### src/rtl/alu_cmd_issuer.sv
// ---------------------------------------------------------------------------
// alu_cmd_issuer
//
// Command front-end for the 4-bit combinational ALU
// (op 00 AND, 01 shift-left, 10 OR, 11 shift-right).
//
// Commands {op, a, b} arrive over a valid/ready handshake and are queued in a
// DEPTH-entry FIFO. One command at a time is popped into an operand register
// that drives the ALU; the ALU result is captured one cycle later and held on
// a second valid/ready handshake until the consumer takes it.
//
// Ports
//   clk        system clock, rising edge
//   rst        asynchronous, active-high reset
//   in_valid   command present                      (input)
//   in_ready   command can be accepted              (output)
//   in_op      ALU opcode of the offered command    (input, 2)
//   in_a       operand a                            (input, 4)
//   in_b       operand b                            (input, 4)
//   alu_op     operand register -> ALU op port      (output, 2)
//   alu_a      operand register -> ALU a port       (output, 4)
//   alu_b      operand register -> ALU b port       (output, 4)
//   alu_d      ALU result, combinational            (input, 4)
//   out_valid  result available                     (output)
//   out_ready  downstream accepts result            (input)
//   out_op     opcode that produced out_d           (output, 2)
//   out_d      captured ALU result                  (output, 4)
//   out_zero   out_d == 0                           (output)
//   done_cnt   completed output handshakes, wraps   (output, 8)
// ---------------------------------------------------------------------------
module alu_cmd_issuer #(
   parameter int DEPTH = 4
) (
   input  logic       clk,
   input  logic       rst,
   input  logic       in_valid,
   output logic       in_ready,
   input  logic [1:0] in_op,
   input  logic [3:0] in_a,
   input  logic [3:0] in_b,
   output logic [1:0] alu_op,
   output logic [3:0] alu_a,
   output logic [3:0] alu_b,
   input  logic [3:0] alu_d,
   output logic       out_valid,
   input  logic       out_ready,
   output logic [1:0] out_op,
   output logic [3:0] out_d,
   output logic       out_zero,
   output logic [7:0] done_cnt
);

   // Pointer carries one extra wrap bit so that full and empty are distinct.
   localparam int AW = $clog2(DEPTH);
   localparam int PW = AW + 1;
   localparam int EW = 10;                     // {op[1:0], a[3:0], b[3:0]}
   localparam logic [PW-1:0] PTR_ONE = PW'(1);

   typedef enum logic [1:0] {
      ST_IDLE  = 2'd0,
      ST_ISSUE = 2'd1,
      ST_HOLD  = 2'd2
   } state_t;

   // ------------------------------------------------------------------------
   // Storage and state
   // ------------------------------------------------------------------------
   logic [EW-1:0] mem_q [DEPTH];
   logic [PW-1:0] wr_ptr_q;
   logic [PW-1:0] wr_ptr_d;
   logic [PW-1:0] rd_ptr_q;
   logic [PW-1:0] rd_ptr_d;

   state_t        state_q;
   logic [1:0]    alu_op_q;
   logic [3:0]    alu_a_q;
   logic [3:0]    alu_b_q;
   logic          out_valid_q;
   logic [1:0]    out_op_q;
   logic [3:0]    out_d_q;
   logic [7:0]    done_cnt_q;

   logic          empty_s;
   logic          full_s;
   logic          push_s;
   logic          pop_s;
   logic [EW-1:0] head_s;

   // ------------------------------------------------------------------------
   // FIFO status and handshake decode
   // ------------------------------------------------------------------------
   assign empty_s  = (wr_ptr_q == rd_ptr_q);
   assign full_s   = (wr_ptr_q[AW] != rd_ptr_q[AW]) &&
                     (wr_ptr_q[AW-1:0] == rd_ptr_q[AW-1:0]);

   // Readiness depends only on "full": a pop in the same cycle does not free
   // a slot for a push, which keeps in_ready free of any path from out_ready.
   assign in_ready = !full_s && !rst;
   assign push_s   = in_valid && in_ready;

   // Pops happen only from IDLE, or from HOLD on the completing handshake.
   // A command pushed this cycle is not yet visible here (no bypass).
   assign pop_s    = !empty_s &&
                     ((state_q == ST_IDLE) ||
                      ((state_q == ST_HOLD) && out_ready));

   assign head_s   = mem_q[rd_ptr_q[AW-1:0]];

   // Next-state pointers; both wrap naturally modulo 2*DEPTH.
   always_comb begin
      wr_ptr_d = wr_ptr_q;
      rd_ptr_d = rd_ptr_q;
      if (push_s) begin
         wr_ptr_d = wr_ptr_q + PTR_ONE;
      end else begin
         wr_ptr_d = wr_ptr_q;
      end
      if (pop_s) begin
         rd_ptr_d = rd_ptr_q + PTR_ONE;
      end else begin
         rd_ptr_d = rd_ptr_q;
      end
   end

   // FIFO pointer registers
   always_ff @(posedge clk or posedge rst) begin
      if (rst) begin
         wr_ptr_q <= '0;
         rd_ptr_q <= '0;
      end else begin
         wr_ptr_q <= wr_ptr_d;
         rd_ptr_q <= rd_ptr_d;
      end
   end

   // FIFO storage: write the accepted command at the tail slot
   always_ff @(posedge clk or posedge rst) begin
      if (rst) begin
         for (int i = 0; i < DEPTH; i++) begin
            mem_q[i] <= '0;
         end
      end else if (push_s) begin
         mem_q[wr_ptr_q[AW-1:0]] <= {in_op, in_a, in_b};
      end
   end

   // ------------------------------------------------------------------------
   // Issue FSM with operand register and result register
   // ------------------------------------------------------------------------
   // Sequencer: pop into the operand register, capture the ALU, hold result
   always_ff @(posedge clk or posedge rst) begin
      if (rst) begin
         state_q     <= ST_IDLE;
         alu_op_q    <= 2'b00;
         alu_a_q     <= 4'b0000;
         alu_b_q     <= 4'b0000;
         out_valid_q <= 1'b0;
         out_op_q    <= 2'b00;
         out_d_q     <= 4'b0000;
         done_cnt_q  <= 8'd0;
      end else begin
         case (state_q)
            ST_IDLE: begin
               out_valid_q <= 1'b0;
               if (pop_s) begin
                  {alu_op_q, alu_a_q, alu_b_q} <= head_s;
                  state_q                      <= ST_ISSUE;
               end else begin
                  state_q <= ST_IDLE;
               end
            end

            // Operand register has been driving the ALU for a full cycle,
            // so alu_d is settled at this edge.
            ST_ISSUE: begin
               out_d_q     <= alu_d;
               out_op_q    <= alu_op_q;
               out_valid_q <= 1'b1;
               state_q     <= ST_HOLD;
            end

            // Result and valid are frozen until the consumer accepts.
            ST_HOLD: begin
               if (out_ready) begin
                  done_cnt_q  <= done_cnt_q + 8'd1;
                  out_valid_q <= 1'b0;
                  if (pop_s) begin
                     {alu_op_q, alu_a_q, alu_b_q} <= head_s;
                     state_q                      <= ST_ISSUE;
                  end else begin
                     state_q <= ST_IDLE;
                  end
               end else begin
                  out_valid_q <= 1'b1;
                  state_q     <= ST_HOLD;
               end
            end

            default: begin
               out_valid_q <= 1'b0;
               state_q     <= ST_IDLE;
            end
         endcase
      end
   end

   // ------------------------------------------------------------------------
   // Outputs
   // ------------------------------------------------------------------------
   assign alu_op    = alu_op_q;
   assign alu_a     = alu_a_q;
   assign alu_b     = alu_b_q;
   assign out_valid = out_valid_q;
   assign out_op    = out_op_q;
   assign out_d     = out_d_q;
   assign out_zero  = (out_d_q == 4'b0000);
   assign done_cnt  = done_cnt_q;

endmodule

### config.mk
export PLATFORM = sky130hd
export DESIGN_NAME = alu_cmd_issuer
export DESIGN_NICKNAME = d
export VERILOG_FILES = /design/src/rtl/alu_cmd_issuer.sv
export SDC_FILE = /design/constraint.sdc
export NUM_CORES = 1
export LEC_CHECK = 0
export ABC_AREA = 1
export CORE_AREA = 2 2 121 123
export CTS_CLUSTER_SIZE = 10
export DETAILED_ROUTE_END_ITERATION = 12
export DIE_AREA = 0 0 123 125
export GPL_TIMING_DRIVEN = 0
export PLACE_DENSITY_LB_ADDON = 0.15
export SLEW_MARGIN = 20
export SYNTH_ARGS = -nofsm -noshare
export SYNTH_HDL_FRONTEND = slang
export SYNTH_SLANG_ARGS = --single-unit
### constraint.sdc
create_clock -name clk -period 3 [get_ports clk]
set_clock_uncertainty 0.05 [all_clocks]
set_input_delay 0.9 -clock clk [delete_from_list [all_inputs] [get_ports clk]]
set_output_delay 0.9 -clock clk [all_outputs]
set_load 0.01 [all_outputs]
# Word-level counts from Yosys, hierarchy flattened
# Index checks and enable logic that the tools add are counted.
# word_totals
regBits	73
output_inout_bits	27
wordCells	63
in_bits	18
# op_classes
n_addsub	3
magnitude_cmp	3
n_bitwise	2
n_eq_ne	6
reduce_logical	15
muxes	20
# ops
operator	n
40-bit bitwise mux	1
10-bit 2-to-1 mux	3
10-bit binary-select mux with 2-bit select	1
10-bit demux with 2-bit select	1
4-bit 2-to-1 mux	4
4-bit case mux with 2 select lines	2
8-bit by 1-bit adder with 8-bit output (second input constant)	1
3-bit by 1-bit adder with 3-bit output (second input constant)	2
3-bit >= comparator (second input constant)	2
1-bit logical AND	6
2-bit 2-to-1 mux	3
2-bit NOT with 3-bit output	2
2-bit case mux with 3 select lines	1
4-bit logical NOT	1
2-bit case mux with 2 select lines	1
2-bit AND reduction	2
3-bit == test	1
1-bit logical NOT	3
3-bit by 1-bit less-than comparator with 1-bit output (second input constant)	1
2-bit by 1-bit == test with 1-bit output (second input constant)	1
2-bit == test	1
2-bit == test (second input constant)	1
2-bit logical NOT	1
1-bit 2-to-1 mux	2
5 further kinds	5

# Logic depth before layout (Yosys ltp)
# depth
depth_word	7
depth_mapped	9
mapped_depth_nobuf	8

# Worst setup path after synthesis
# No wires, ideal clock.
# synth_timing
path_kind	in2out
startpoint	input rst
endpoint	output in_ready
arrival_time_ns	2.031
setup_slack_ns	0.019
stages	3
required_time_ns	2.050
path_buffers	0
cell_sequence	inv_2 -> nand2_1 -> inv_1
# synth_via
elab_chain_cells	2
# synth_lines
element	line_no	source
start, declared	35	input logic rst,
1-bit logical NOT (no source line)	--	
1-bit logical AND	98	assign in_ready = !full_s && !rst;
end, declared	37	output logic in_ready,
# Every way passes these cells.

# Worst setup path in the final report
# Same ends and word-level chain as after synthesis.

==> summary.md <==
| Metric | Value |
|---|---|
| Synth Area in Adders | `3.778%` |
| Reg2Reg Depth | `8` |
| Wire length per cell | `14.08 µm` |
| Largest family of logic cells by synthesized area | `simple AND/OR/NAND/NOR gates` |
| DR pass1 iterations | `4` |
| Critical Path Sink Type | `output pin` |
| # nets final | `~480` |
| Die W | `123 µm` |
| Core area | `approximately 14,000 µm²` |
| Rows | `44` |
| Mapped Avg Cell Area | `8.321 µm²` |
| Hold-fix buffers, CTS | `0` |
| Antenna Violating Nets Remaining | `0` |
| Initial drt markers | `roughly 180` |
| Area growth, synth to finish | `32.07%` |
| Detailed placement HPWL | `5959 µm` |
| Crit path arrival time | `1.96 ns` |
| Final Hold Vio Count | `0` |
| Initial antenna violation count | `0` |
| Fmax | `0.3438 GHz` |
| Die H | `125 µm` |
| Reg-to-reg critical path startpoint | `wr_ptr_q[0]` |
| Worst vdd ir | `approximately 0.00034 V` |
| Ant diodes | `0` |
| Clock Tree Buf Depth | `2` |
| Worst R2R End | `mem_q[3]` |
| Max-Cap Viols | `0` |
| Pwr dens | `1089 nW/µm²` |
| Crit path kind | `in -> out` |
| Post-synthesis simple-gate area fraction | `between 20% and 30%` |
| Worst reg2reg setup slack | `1.07 ns` |
| Critical Path End | `in_ready` |
| Ports | `45` |
| Mapped Nets | `426` |
| Most common cell after layout, fill and taps aside | `nand2_1` |
| Min Hold Slack | `0.4231 ns` |
| First-pass GRT wire length | `approximately 15,000 µm` |
| Mapped Cells | `398` |
| Routed vias/inst | `4.179` |
| Distinct cells, synth | `24` |
| Hold depth | `2` |
| Status | `finished, final reports clean` |
| CP Data Required Time | `2.05 ns` |
| Final GP Congestion | `0.7466` |
| Leak pwr | `0.002183 µW` |
| CTS buffer count | `9` |
| Post-place setup slack | `-0.3312 ns` |
| Final Max Tran Viols | `0` |
| Vias in the first global route | `2,719` |
| Setup violations, final | `0` |
| All-Layer GR Usage | `12.77%` |
| Crit path cell chain | `clkdlybuf4s15_2 -> bufinv_16 -> nand2_1 -> inv_1 -> clkdlybuf4s50_1` |
| DRC | `0` |
| Min setup slack post-route | `0.09108 ns` |
| Sequential element share of the synthesized area | `55.16%` |
| XOR/XNOR Fraction of Synth Area | `2.380%` |
| Share of cells above drive strength 1 | `~6.3%` |
| RSZ-0062 raised after global routing | `false` |
| Clock-pin slew on the worst setup and hold paths | `0.06 ns` |
| CTS Root Cell | `clkbuf_16` |
| Starting Density | `23.32%` |
| Warnings from Yosys | `0` |
| Largest net degree at the start of global routing | `55` |
| Post-synth top flop | `dfrtp_1` |
| Fillers | `1,504` |
| Die area | `15,380 µm²` |
| Final period util | `96.96%` |
| TritonCTS clock tree | `built` |
| Synth Area in Compound Gates | `5.742%` |
| H-tree lvl count | `3` |
| Sink Count | `73` |
| Slowest CP cell | `clkdlybuf4s50_1` |
| Remaining Overflow, GRT | `0` |
| Post-synth EDFFs | `0` |
| Clock Latency Late Sink | `0.34 ns` |
| Async SR Flop Fraction | `100.0%` |
| CP startpoint kind | `input pin` |
| Most frequent cells in the layout | `185 x nand2_1, 73 x dfrtp_1, 42 x clkdlybuf4s50_1` |
| Largest fanout on the critical path | `2` |
| Min cycle time layout | `2.909 ns` |
| Crit-path max cell delay | `~0.52 ns` |
| Netlist Area Pre-Place | `about 3300 µm²` |
| Max_slew headroom | `53.70%` |
| Mux contribution to synthesized area | `less than 1%` |
| WL final | `9067 µm` |
| I/O Buffers | `between 40 and 50` |
| Flops & latches, synth | `73` |
| Worst setup path start | `rst` |
| Worst Hold Class | `reg -> reg` |
| Routed vias | `2,691` |
| Worst-margin pin slew | `0.6945 ns` |
registers in the layout, indices dropped and copies added, names as in the netlist, 3 cells and up:
signal and count:
alu_a 4, alu_b 4, done_cnt 8, mem_q 40, out_d 4, rd_ptr_q 3, wr_ptr_q 3
through the flow:
| stage | setup TNS [ns] | instances | util [%] | total power (µW) | instance area, µm² |
|---|---|---|---|---|---|
| after global routing | 0 | 644 | 30.80 | 5215 | 4374 |
| after detailed placement | -0.3312 | 626 | 28.18 | 3603 | 4003 |
| after global placement | -42.68 | 625 | 27.97 | 3574 | 3973 |
| after floorplan | 0 | 398 | - | 2839 | 3312 |
| after CTS | 0 | 644 | 30.80 | 4841 | 4374 |
| final | 0 | 644 | 30.80 | 4764 | 4374 |
logic make-up after synthesis:
group                      Yosys count
AOI/OAI and AO/OA                   35
buffers and inverters               34
and+or+nand+nor                    236
muxes                                1
adders and majority gates           10
DFF                                 73
xor gates and xnor gates             9
per-layer routing:
metal	up-vias	track usage [%]	part of all wire (%)
li1	1376	-	-
met1	1237	17.17	47
met2	65	19.40	45
met3	13	3.604	5.8
met4	0	4.947	1.8
met5	-	0	0
synthesized netlist by cell type, types with 3 or more instances:
cell type	n	share of area [%]
nand2_1	185	21
dfrtp_1	73	55
nor2_1	24	2.7
o21ai_0	23	3.5
inv_1	21	2.4
nand3_1	14	2.1
ha_1	10	3.8
o22ai_1	10	1.9
clkbuf_1	8	0.91
xor2_1	7	1.9
nand4_1	5	0.94
nor2_2	3	0.57
power by group:
part	total [µW]	switching (µW)	internal [µW]
registers	1710	282	1420
logic	1860	1100	763
clock network	1200	422	775
total	4760	1800	2960
area by class of cell:
| type | instances | area, µm² | share of cell area (%) |
|---|---|---|---|
| Multi-Input combinational cell | 291 | 1355 | 30.98 |
| Sequential cell | 73 | 1827 | 41.76 |
| Tap cell | 184 | 230.2 | 5.263 |
| Clock buffer | 12 | 256.5 | 5.864 |
| Timing Repair inverter | 1 | 8.758 | 0.2002 |
| Timing Repair Buffer | 45 | 466.7 | 10.67 |
| Buffer | 11 | 43.79 | 1.001 |
| Inverter | 23 | 112.6 | 2.574 |
| Clock inverter | 4 | 73.82 | 1.688 |
worst min path at each step:
stage | startpoint | endpoint
finish | mem_q[14] | mem_q[14]
global route | mem_q[16] | mem_q[16]
CTS | mem_q[12] | mem_q[12]
detailed placement | mem_q[12] | mem_q[12]
global placement | out_op[1] | out_op[1]
floorplan | mem_q[19] | mem_q[19]
timing repair:
| action | in CTS | in global routing |
|---|---|---|
| resized for setup | 6 | 0 |
| buffers inserted | 1 | 0 |
| endpoints found under the setup margin | 1 | 0 |
worst max-delay path, delay by kind of cell:
family / cells / cell delay [ns]
simple gates: 1 / 0.04
buf+inv: 4 / 1.02
No activity file was read; power rests on OpenSTA's default activity.
